===== src/rtl/pwu_req_arbiter.sv =====
// pwu_req_arbiter
// Shares one PWU translation pipeline between N_REQ requesters. VA requests are
// arbitrated round-robin. The requester ID of every accepted VA is pushed into an
// in-order tag FIFO. PAs come back from the PWU in issue order, so each PA is
// steered to the requester whose tag sits at the FIFO head.
//
// Ports
//   clk_i, resetn_i          clock (posedge) and async active-low reset
//   req_va_i/_vld_i/_rdy_o   per-requester VA request channel
//   req_pa_o/_fault_o        PA and fault, broadcast to all requesters
//   req_pa_vld_o/_rdy_i      per-requester PA response handshake
//   pwu_va_o/_vld_o/_rdy_i   VA channel towards the PWU
//   pwu_pa_i/_vld_i/_fault_i/_rdy_o   PA channel from the PWU
//   quiesce_i                stop issuing new VAs; in-flight ones still drain
//   idle_o                   tag FIFO empty and no VA presented
//   err_unexp_o              sticky: PA arrived while no tag was outstanding
module pwu_req_arbiter #(
    parameter int N_REQ     = 4,
    parameter int MAX_OUTST = 8
) (
    input  logic                   clk_i,
    input  logic                   resetn_i,
    input  logic [N_REQ-1:0][31:0] req_va_i,
    input  logic [N_REQ-1:0]       req_va_vld_i,
    output logic [N_REQ-1:0]       req_va_rdy_o,
    output logic [27:0]            req_pa_o,
    output logic                   req_pa_fault_o,
    output logic [N_REQ-1:0]       req_pa_vld_o,
    input  logic [N_REQ-1:0]       req_pa_rdy_i,
    output logic [31:0]            pwu_va_o,
    output logic                   pwu_va_vld_o,
    input  logic                   pwu_va_rdy_i,
    input  logic [27:0]            pwu_pa_i,
    input  logic                   pwu_pa_vld_i,
    input  logic                   pwu_pa_fault_i,
    output logic                   pwu_pa_rdy_o,
    input  logic                   quiesce_i,
    output logic                   idle_o,
    output logic                   err_unexp_o
);

    localparam int IDW = $clog2(N_REQ);
    localparam int PW  = $clog2(MAX_OUTST);
    localparam int CW  = PW + 1;

    typedef enum logic {ARB, HOLD} state_t;

    state_t           state_q, state_d;
    logic [IDW-1:0]   rr_ptr_q, rr_ptr_d;
    logic [IDW-1:0]   lock_id_q, lock_id_d;
    logic [CW-1:0]    count_q, count_d;
    logic [PW-1:0]    wr_ptr_q, wr_ptr_d;
    logic [PW-1:0]    rd_ptr_q, rd_ptr_d;
    logic             err_q, err_d;
    logic [IDW-1:0]   fifo_q [MAX_OUTST];

    logic             issue_en;
    logic             found;
    logic [IDW-1:0]   cand;
    logic [IDW-1:0]   gnt_id;
    logic [IDW-1:0]   sel_id;
    logic             va_vld;
    logic             push;
    logic             pop;
    logic             empty;
    logic [IDW-1:0]   head;

    // Request side: round-robin search starting at rr_ptr, HOLD overrides it.
    always_comb begin
        issue_en = !quiesce_i && (count_q < CW'(MAX_OUTST));
        found    = 1'b0;
        cand     = '0;
        gnt_id   = '0;
        for (int i = 0; i < N_REQ; i++) begin
            cand = IDW'((int'(rr_ptr_q) + i) % N_REQ);
            if (!found && req_va_vld_i[cand]) begin
                found  = 1'b1;
                gnt_id = cand;
            end
        end

        va_vld = 1'b0;
        sel_id = gnt_id;
        if (state_q == HOLD) begin
            // Slot already committed: present it even under quiesce or full.
            va_vld = 1'b1;
            sel_id = lock_id_q;
        end else if (issue_en && found) begin
            va_vld = 1'b1;
        end
        // All handshake outputs stay low while reset is held.
        va_vld = va_vld && resetn_i;

        pwu_va_vld_o = va_vld;
        pwu_va_o     = req_va_i[sel_id];
        req_va_rdy_o = '0;
        req_va_rdy_o[sel_id] = va_vld && pwu_va_rdy_i;
        push = va_vld && pwu_va_rdy_i;
    end

    // Response side: the FIFO head decides which requester sees the PA.
    always_comb begin
        empty          = (count_q == '0);
        head           = fifo_q[rd_ptr_q];
        req_pa_o       = pwu_pa_i;
        req_pa_fault_o = pwu_pa_fault_i;
        req_pa_vld_o   = '0;
        pwu_pa_rdy_o   = 1'b0;
        if (resetn_i) begin
            if (empty) begin
                // Nobody owns this PA: accept and drop it.
                pwu_pa_rdy_o = 1'b1;
            end else begin
                req_pa_vld_o[head] = pwu_pa_vld_i;
                pwu_pa_rdy_o       = req_pa_rdy_i[head];
            end
        end
        pop    = !empty && pwu_pa_vld_i && pwu_pa_rdy_o;
        idle_o = empty && !va_vld;
        err_unexp_o = err_q;
    end

    // Next-state computation for FSM, pointers and counter.
    always_comb begin
        state_d   = state_q;
        rr_ptr_d  = rr_ptr_q;
        lock_id_d = lock_id_q;
        count_d   = count_q;
        wr_ptr_d  = wr_ptr_q;
        rd_ptr_d  = rd_ptr_q;
        err_d     = err_q || (empty && pwu_pa_vld_i);

        if (push) begin
            state_d  = ARB;
            rr_ptr_d = (sel_id == IDW'(N_REQ - 1)) ? '0 : sel_id + IDW'(1);
            wr_ptr_d = wr_ptr_q + PW'(1);
        end else if (va_vld && state_q == ARB) begin
            state_d   = HOLD;
            lock_id_d = gnt_id;
        end

        if (pop) begin
            rd_ptr_d = rd_ptr_q + PW'(1);
        end
        if (push && !pop) begin
            count_d = count_q + CW'(1);
        end else if (pop && !push) begin
            count_d = count_q - CW'(1);
        end
    end

    always_ff @(posedge clk_i or negedge resetn_i) begin
        if (!resetn_i) begin
            state_q   <= ARB;
            rr_ptr_q  <= '0;
            lock_id_q <= '0;
            count_q   <= '0;
            wr_ptr_q  <= '0;
            rd_ptr_q  <= '0;
            err_q     <= 1'b0;
        end else begin
            state_q   <= state_d;
            rr_ptr_q  <= rr_ptr_d;
            lock_id_q <= lock_id_d;
            count_q   <= count_d;
            wr_ptr_q  <= wr_ptr_d;
            rd_ptr_q  <= rd_ptr_d;
            err_q     <= err_d;
        end
    end

    // Tag storage carries data only; validity is tracked by count_q.
    always_ff @(posedge clk_i) begin
        if (push) begin
            fifo_q[wr_ptr_q] <= sel_id;
        end
    end

endmodule


===== config.mk =====
export PLATFORM = sky130hd
export DESIGN_NAME = pwu_req_arbiter
export DESIGN_NICKNAME = d
export VERILOG_FILES = /design/src/rtl/pwu_req_arbiter.sv
export SDC_FILE = /design/constraint.sdc
export NUM_CORES = 1
export LEC_CHECK = 0
export CORE_AREA = 2 2 95 97
export CTS_BUF_LIST = sky130_fd_sc_hd__clkbuf_8 sky130_fd_sc_hd__clkbuf_16
export CTS_CLUSTER_SIZE = 8
export DETAILED_ROUTE_END_ITERATION = 6
export DIE_AREA = 0 0 97 99
export DONT_BUFFER_PORTS = 1
export HOLD_SLACK_MARGIN = 0.08
export PLACE_DENSITY = 0.56
export SLEW_MARGIN = 10
export SYNTH_ARGS = -nofsm -noshare
export SYNTH_HDL_FRONTEND = slang
export SYNTH_SLANG_ARGS = --single-unit

===== constraint.sdc =====
create_clock -name clk_i -period 7.8 [get_ports clk_i]
set_input_delay 1.56 -clock clk_i [delete_from_list [all_inputs] [get_ports clk_i]]
set_output_delay 1.56 -clock clk_i [all_outputs]
set_load 0.005 [all_outputs]

## Yosys cells after proc, flatten, opt, wreduce, memory -nomap -nowiden

Memories as Yosys holds them, arrays and structs flattened.
Cells that the tools add are included.

- $add $sub $neg: 8
- $lt $le $gt $ge: 9
- Equal/unequal tests: 1
- Muxes and demuxes: 38
- Bitwise gates (word level): 4
- Reductions and logical operators: 29

Operators with widths:

| operator | count |
|---|---|
| $bmux 32 s2 | 1 |
| $mux 32 | 1 |
| $mux 1 | 19 |
| $lt 2x3->1 const B | 6 |
| $logic_and 1x1->1 | 16 |
| $mux 4 | 4 |
| $mux 2 | 6 |
| $bmux 1 s2 | 5 |
| $and 4x4->4 | 2 |
| $logic_not 1->1 | 8 |
| $add 3x1->3 const B | 2 |
| $add 2x1->2 const B | 2 |
| $add 2x2->2 const B | 2 |
| $add 4x1->4 const B | 1 |
| $demux 1 s2 | 2 |
| $ge 2x1->1 const B | 2 |
| $logic_not 4->1 | 1 |
| $lt 4x4->1 const B | 1 |
| $reduce_bool 2->1 | 2 |
| $sub 4x1->4 const B | 1 |
| $eq 2x2->1 const B | 1 |
| $not 1->1 | 2 |
| $reduce_and 2->1 | 1 |
| $logic_or 1x1->1 | 1 |

- Register bits: 16
- Bits in writable memories: 16
- Output and inout bits: 73
- Logic and storage cells: 97
- Memories kept: 1

Memories:

| name | depth | bits a word | read ports | clocked after Yosys merged registers in | write ports | RTL line | text |
|---|---|---|---|---|---|---|---|
| fifo_q | 8 | 2 | 1 | 0 | 1 | 55 | `logic [IDW-1:0] fifo_q [MAX_OUTST];` |

## Logic depth before layout (Yosys ltp)

Gate-level depths: netlist of run 1.

- Depth in word-level cells: 21
- Gate-level depth with buffers: 13
- Depth with buffers taken out: 12

## Least setup slack after synthesis of run 1

OpenSTA, ideal clock, no wires.

- Path type: input port to output port
- Start point: in req_va_vld_i[0]
- End point: out req_va_rdy_o[3]
- Data arrival time: 3183 ps
- Required time: 6240 ps
- Setup slack: 3057 ps
- Stages: 8
- Path buffers: 1
- Cells stage by stage: a21oi_1 -> o21ai_1 -> o2bb2a_1 -> mux2i_1 -> buf_2 -> inv_2 -> ha_1 -> and2_1

- Word-level cells in the longest chain between the ends: 18

RTL lines:

| element | RTL line | text |
|---|---|---|
| start, declared | 24 | `input logic [N_REQ-1:0] req_va_vld_i,` |
| $bmux 1 s2 | 76 | `if (!found && req_va_vld_i[cand]) begin` |
| $mux 1 (implied by the code) | 76 |  |
| $mux 1 | 76 |  |
| $logic_not 1->1 | 76 |  |
| $logic_and 1x1->1 | 76 |  |
| $mux 1 | 76 |  |
| $logic_not 1->1 | 76 |  |
| $logic_and 1x1->1 | 76 |  |
| [3 not listed] | - |  |
| $mux 2 * | 76 |  |
| $mux 2 * | 84 | `if (state_q == HOLD) begin` |
| via sel_id[1] | 61 | `logic [IDW-1:0] sel_id;` |
| $lt 2x3->1 (implied by the code) / $ge 2x1->1 (equally long branches) | 97 | `req_va_rdy_o[sel_id] = va_vld && pwu_va_rdy_i;` |
| $logic_and 1x1->1 | 97 |  |
| $mux 1 (implied by the code) | 97 |  |
| $demux 1 s2 * | 97 |  |
| $and 4x4->4 (no source line) * | - |  |
| end, declared | 25 | `output logic [N_REQ-1:0] req_va_rdy_o,` |

Mark *: on every way through the listed nets, which the timed path passes. The rest lies on a longest branch. The select of a mux whose other input is x is not followed.

## Final worst setup path of run 1

- Start point: in req_va_vld_i[0]
- End point: out pwu_va_o[3]

- Word-level cells in the longest chain between the ends: 15

RTL lines:

| element | RTL line | text |
|---|---|---|
| $bmux 1 s2 | 76 |  |
| $mux 1 (implied by the code) | 76 |  |
| $mux 1 | 76 |  |
| $logic_not 1->1 | 76 |  |
| $logic_and 1x1->1 | 76 |  |
| $mux 1 | 76 |  |
| $logic_not 1->1 | 76 |  |
| $logic_and 1x1->1 | 76 |  |
| $mux 1 | 76 |  |
| $logic_not 1->1 | 76 |  |
| $logic_and 1x1->1 | 76 |  |
| $mux 2 * | 76 |  |
| $mux 2 * | 84 |  |
| $bmux 32 s2 * | 95 | `pwu_va_o = req_va_i[sel_id];` |
| $mux 32 (implied by the code) * | 95 |  |
| end, declared | 30 | `output logic [31:0] pwu_va_o,` |

Mark *: on every way between the ends. The rest lies on a longest branch, timed or not. The select of a mux whose other input is x is not followed.

==> results.md, run 1 <==
- Grt ovf: 0
- Vias per inst: 5.59
- Top cell type's share of synthesized area: 33.7%
- Total power: 1.05 mW
- Gr usage total: 15.4%
- Clk_lat worst skew: 280 ps
- Max H-tree Level: 2
- Row cnt: 34
- Worst path required time: 6240 ps
- Max Root-Sink Buffers: 2
- PwrDens: 360 nW/µm²
- Min Tclk post-route: 5220 ps
- Seq pwr share: 28.8%
- Crit end category: primary output
- Vias in the first global route: 1905
- FF+latch count, synth: 32
- CTS Buf Count: 5
- Power Internal: 603 µW
- Worst Tran Pin Value: 868 ps
- Top post-synthesis cells by area: mux2i_1, edfxtp_1, dfrtp_1
- Commonest non-fill, non-tap cell in the layout: mux2i_1
- Die Y: 99 µm
- Hold Buf Count CTS: 0
- DR iter-0 viols: 60
- Layout Skew: 7.19 ps
- CP Launch Type: input port
- Total number of vias: 1928
- Initial Util: 34.3%
- Setup violators final: 0
- Yosys cell types: 44
- Number of synthesized flops with an enable pin: 16
- Antenna Cells: 0
- Clock root buffer master: clkbuf_8
- Remaining DRCs: 0
- Hold WC Path Type: flip-flop to flip-flop
- Clock sinks: 32
- VDD IR max: 0.119 mV
- I/O pin count: 243
- Largest net degree at the start of global routing: 56
- Mean Syn Cell Area: 10.9 µm²
- Post-Syn Instances: 269
- DIE WIDTH: 97 µm
- Yosys warns: 0
- Leak: 1.40 nW
- Post-route setup TNS: 0 ps
- First-pass GRT wire length: 11400 µm
- Fmax: 192 MHz
- Share of layout cells above drive strength 1: 11.8%
- Seq/Total Area, Yosys: 30.0%
- TritonRoute pass-1 iters: 4
- Routability cong.: 0.856
- Antenna viol nets, final: 0
- Final Hold Fails: 0
- Core footprint: 8550 µm²
- Die area: 9600 µm²
- Placed cell area: 2830 µm²
- WL per Instance: 22.0 µm
- Status: completed
- DP Wirelength: 6380 µm
- Mapped Nets: 449
- Slew headroom: 42.1%
- Top FF cell, synth: edfxtp_1
- Final #Nets: 416
- Max cap viols: 0
- Final Cell Area: 2910 µm²
- Most frequent cells in the layout: mux2i_1, dfrtp_1, edfxtp_1
- Setup repair bufs after CTS: 0
- Cell taking the most area after synthesis: mux2i_1
- Logic pwr share: 59.7%
- Ys async rst share: 50.0%
- Final slew viol count: 0
- CP Class: input port to primary output
- Final Util: 34.0%
- RSZ-0062 raised after global routing: no
- Sw frac: 42.5%
- Initial antenna violation count: 1
- Final period util: 66.9%
- Clock share of power: 11.5%
- CTS resizes: 0
- Crit Path Max Fanout: 55
- Worst-path clk slew: 60 ps
- Psw: 445 µW
- Synth Cell Area: 2940 µm²
- Synth-to-layout area growth: -0.895%
- Final WL: 7610 µm
- I/O Buffers: 0
- CTS tree: yes
- Worst endpoint data arrival time: 3660 ps
==> flip-flops by register name, indices dropped and copies added, names as in the netlist <==
name	flops
count_q	4
err_unexp_o	1
fifo_q	16
lock_id_q	2
rd_ptr_q	3
rr_ptr_q	2
state_q	1
wr_ptr_q	3
==> stage by stage <==
step	hold slack, ps	std cells	setup WS [ps]
3_5_place_dp	479	337	2590
6_report	486	345	2580
5_1_grt	522	345	2380
4_1_cts	494	345	2570
2_1_floorplan	451	269	3060
3_3_place_gp	475	337	2670
==> power groups by stage <==
stage | Clock [mW] | Combinational (mW) | Sequential (mW)
2_1_floorplan | 0 | 0.566 | 0.276
3_3_place_gp | 0 | 0.619 | 0.304
3_5_place_dp | 0 | 0.631 | 0.306
4_1_cts | 0.124 | 0.634 | 0.303
5_1_grt | 0.132 | 0.691 | 0.314
6_report | 0.120 | 0.626 | 0.302
==> cell type report <==
cell class / count / area, µm²
clock buffer: 5 / 68.8
sequential: 32 / 881
clock inverter: 3 / 13.8
timing repair buffer: 2 / 15.0
fill: 851 / 5640
tap: 108 / 135
inverter: 7 / 26.3
multi-input combinational: 188 / 1770
==> cell usage after synthesis, drive strengths merged, types with 2 or more instances <==
cell type / count
nor4: 3
mux2: 9
buf: 41
xnor2: 7
ha: 9
and2: 4
nor4b: 2
nor2b: 2
edfxtp: 16
mux2i: 99
nand3: 2
o21ai: 3
inv: 7
and3: 2
nand2: 12
nor2: 6
mux4: 4
dfrtp: 16
a21o: 2
nor3: 3
nor3b: 3
a21oi: 5
==> cells by family after synthesis <==
logic type / share of synthesized area (%)
buffers and inverters: 10.6
AND/OR/NAND/NOR: 7.84
XOR/XNOR: 2.39
AO/OA/AOI/OAI: 3.66
adder cells (fa/ha/maj): 4.52
multiplexers: 41.0
flip-flops: 30.0
==> final timing paths <==
check	startpoint	to	slack, ps	cells after the start
min	err_unexp_o	err_unexp_o	490	1
min in group asynchronous	resetn_i	wr_ptr_q[2]	960	0
max reg2reg	rd_ptr_q[0]	count_q[3]	4350	12
max in group asynchronous	resetn_i	count_q[3]	6760	0
min reg2reg	err_unexp_o	err_unexp_o	490	1
max	req_va_vld_i[0]	pwu_va_o[3]	2580	6
==> worst max-delay path, stage by stage <==
cell and delay, ps:
nor3b_1 180, a221oi_1 120, mux2i_4 530, buf_4 800, mux2i_1 200, mux2i_1 230
==> routing by layer <==
metal  global-route usage (%)  routed length, µm  up-vias  part of all wire (%)
li1                         -                  -      887                     -
met1                     19.0               3090      895                    41
met2                     26.2               3730      129                    49
met3                     5.04                677       15                   8.9
met4                     3.79                 91        2                   1.2
met5                        0                 13        -                  0.17
Note: power is estimated with default switching activity, not from simulation.
==> inputs of run 2 (changes only) <==
Settings changed: CORE_AREA 2 2 95 97 to 2 2 94 96, DIE_AREA 0 0 97 99 to 0 0 96 98, PLACE_DENSITY 0.56 to 0.59.
Clock period 7.8 ns to 4.45 ns, I/O delays scaled along.
==> results.md, run 2 (synthesis gave the netlist of run 1 again) <==
- Initial antenna violation count: 2 (was 1)
- Clock sinks: 32 (unchanged)
- Die Y: 98 µm (was 99 µm)
- Total power: 1.85 mW (was 1.05 mW)
- CP Launch Point: rd_ptr_q[0] (was req_va_vld_i[0])
- Grt ovf: 0 (unchanged)
- Row cnt: 34 (unchanged)
- Commonest non-fill, non-tap cell in the layout: mux2i_1 (unchanged)
- Worst Tran Pin Value: 547 ps (was 868 ps)
- Initial Util: 34.7% (was 34.3%)
- Largest net degree at the start of global routing: 66 (was 56)
- Layout Skew: 7.45 ps (was 7.19 ps)
- CP max stage cell: dfrtp_1 (was buf_4)
- Max Root-Sink Buffers: 2 (unchanged)
- Die area: 9410 µm² (was 9600 µm²)
- Leak: 1.41 nW (was 1.40 nW)
- Synth-to-layout area growth: -0.298% (was -0.895%)
- RSZ-0062 raised after global routing: no (unchanged)
- Finished Layout Cells: 345 (unchanged)
- Crit Path Max Fanout: 8 (was 55)
- Clock root buffer master: clkbuf_8 (unchanged)
- Final #Nets: 416 (unchanged)
- Min Tclk post-route: 3390 ps
- TritonRoute pass-1 iters: 4 (unchanged)
- CP Buf/Inv Count: 1 (unchanged)
- Hold WC Path Type: input port to asynchronous set/reset pin (was flip-flop to flip-flop)
- Worst endpoint data arrival time: 3560 ps (was 3660 ps)
- Antenna Cells: 0 (unchanged)
- I/O pin count: 243 (unchanged)
- Setup violators final: 0 (unchanged)
- Registers with the most flip-flops: fifo_q x16, count_q x4 (unchanged)
- Max cap viols: 0 (unchanged)
- Most flop-heavy register: fifo_q (unchanged)
- Final Hold Fails: 0 (unchanged)
- Final period util: 76.2%
- Core footprint: 8470 µm² (was 8550 µm²)
- PwrDens: 633 nW/µm² (was 360 nW/µm²)
- Slew headroom: 63.5% (was 42.1%)
- Most frequent cells in the layout: mux2i_1, dfrtp_1, edfxtp_1 (unchanged)
- Total number of vias: 1910 (was 1928)
- Final WL: 7590 µm (was 7610 µm)
- Status: completed (unchanged)
- CTS Buf Count: 5 (unchanged)
- Worst-path clk slew: 70 ps (was 60 ps)
- Antenna viol nets, final: 0 (unchanged)
- CTS resizes: 0 (unchanged)
- VDD IR max: 0.217 mV (was 0.119 mV)
- Vias in the first global route: 1817 (was 1905)
- Max reg flops: 16 (unchanged)
- Worst path required time: 4620 ps (was 6240 ps)
- Clk_lat worst skew: 290 ps (was 280 ps)
- CP Class: flip-flop to flip-flop (was input port to primary output)
- Post-route setup TNS: 0 ps (unchanged)
- Hold Buf Count CTS: 0 (unchanged)
- CP Cell Sequence: mux2_1, mux4_2, mux4_2, nand2_4, ha_1, inv_1, ha_1, a21o_1, a21oi_1, xnor2_1, nor2_1, xor2_1 (was nor3b_1, a221oi_1, mux2i_4, buf_4, mux2i_1, mux2i_1)
- Crit end category: flip-flop (was primary output)
- CP delay by family, top: multiplexers (unchanged)
- WL per Instance: 22.0 µm (about the same)
- DIE WIDTH: 96 µm (was 97 µm)
- DR iter-0 viols: 108 (was 60)
- Setup repair bufs after CTS: 0 (unchanged)
- Min Hold Slack: 288 ps (was 486 ps)
- CTS tree: yes (unchanged)
- CP Launch Type: flip-flop (was input port)
- Share of layout cells above drive strength 1: 12.2% (was 11.8%)
- Placed cell area: 2840 µm² (was 2830 µm²)
- Routability cong.: 0.830 (was 0.856)
- Final slew viol count: 0 (unchanged)
- Placed cell count: 337 (unchanged)
- Gr usage total: 15.5% (was 15.4%)
- Final Cell Area: 2930 µm² (was 2910 µm²)
- Max H-tree Level: 2 (unchanged)
- Max incr delay on CP: 570 ps (was 800 ps)
- RR Startpoint: rd_ptr_q[0] (unchanged)
- Fmax: 295 MHz
- First-pass GRT wire length: 10700 µm (was 11400 µm)
- Remaining DRCs: 0 (unchanged)
- Reg2Reg Setup Slack: 1060 ps (was 4350 ps)
- I/O Buffers: 0 (unchanged)
- Vias per inst: 5.54 (was 5.59)
- DP Wirelength: 6370 µm (was 6380 µm)
[run 2: cell counts in the layout (fill, tap and decap cells not counted)]
No cell type changed its count.
[run 2: path summary, 6_finish.rpt]
kind / end / cells past startpoint
max: count_q[3] / 12
min: rd_ptr_q[1] / 0
max reg2reg: count_q[3] / 12
min reg2reg: err_unexp_o / 1
max in group asynchronous: wr_ptr_q[2] / 0
min in group clk_i: err_unexp_o / 1
[run 2: worst register-to-register path: cells and delay by family (launching register included)]
family / cells / cell delay [ps]
compound gates: 2 / 330
fa+ha+maj: 2 / 450
buf+inv: 1 / 90
flops: 1 / 570
mux: 3 / 1380
simple gates: 2 / 180
xor+xnor: 2 / 280
[run 2: metrics by stage]
step                utilization [%]  setup WS [ps]
global placement               33.6           1080
global route                   34.6            875
detailed placement             33.6           1060
finish                         34.6           1060
floorplan                         -           1050
CTS                            34.6           1050
[run 2: final cells by class]
type	instances	area, µm²
inverter	7	26.3
clock buffer	5	68.8
clock inverter	3	18.8
tap	108	135
multi-input combinational	188	1770
sequential	32	881
fill	836	5540
timing repair buffer	2	27.5
[run 2: report_power, final]
| group | internal (mW) | total [mW] | leakage (nW) | switching, mW |
|---|---|---|---|---|
| registers | 0.413 | 0.527 | 0.337 | 0.114 |
| logic | 0.546 | 1.11 | 1.03 | 0.562 |
| clock network | 0.109 | 0.221 | 0.0479 | 0.112 |
[run 2: metal layers]
layer  part of all wire (%)  up-vias  global-route usage [%]
met2                     49      125                    25.1
met4                   0.90        4                    4.40
met1                     41      882                    19.7
met5                   0.30        -                       0
met3                    8.4       13                    5.09
li1                       -      886                       -
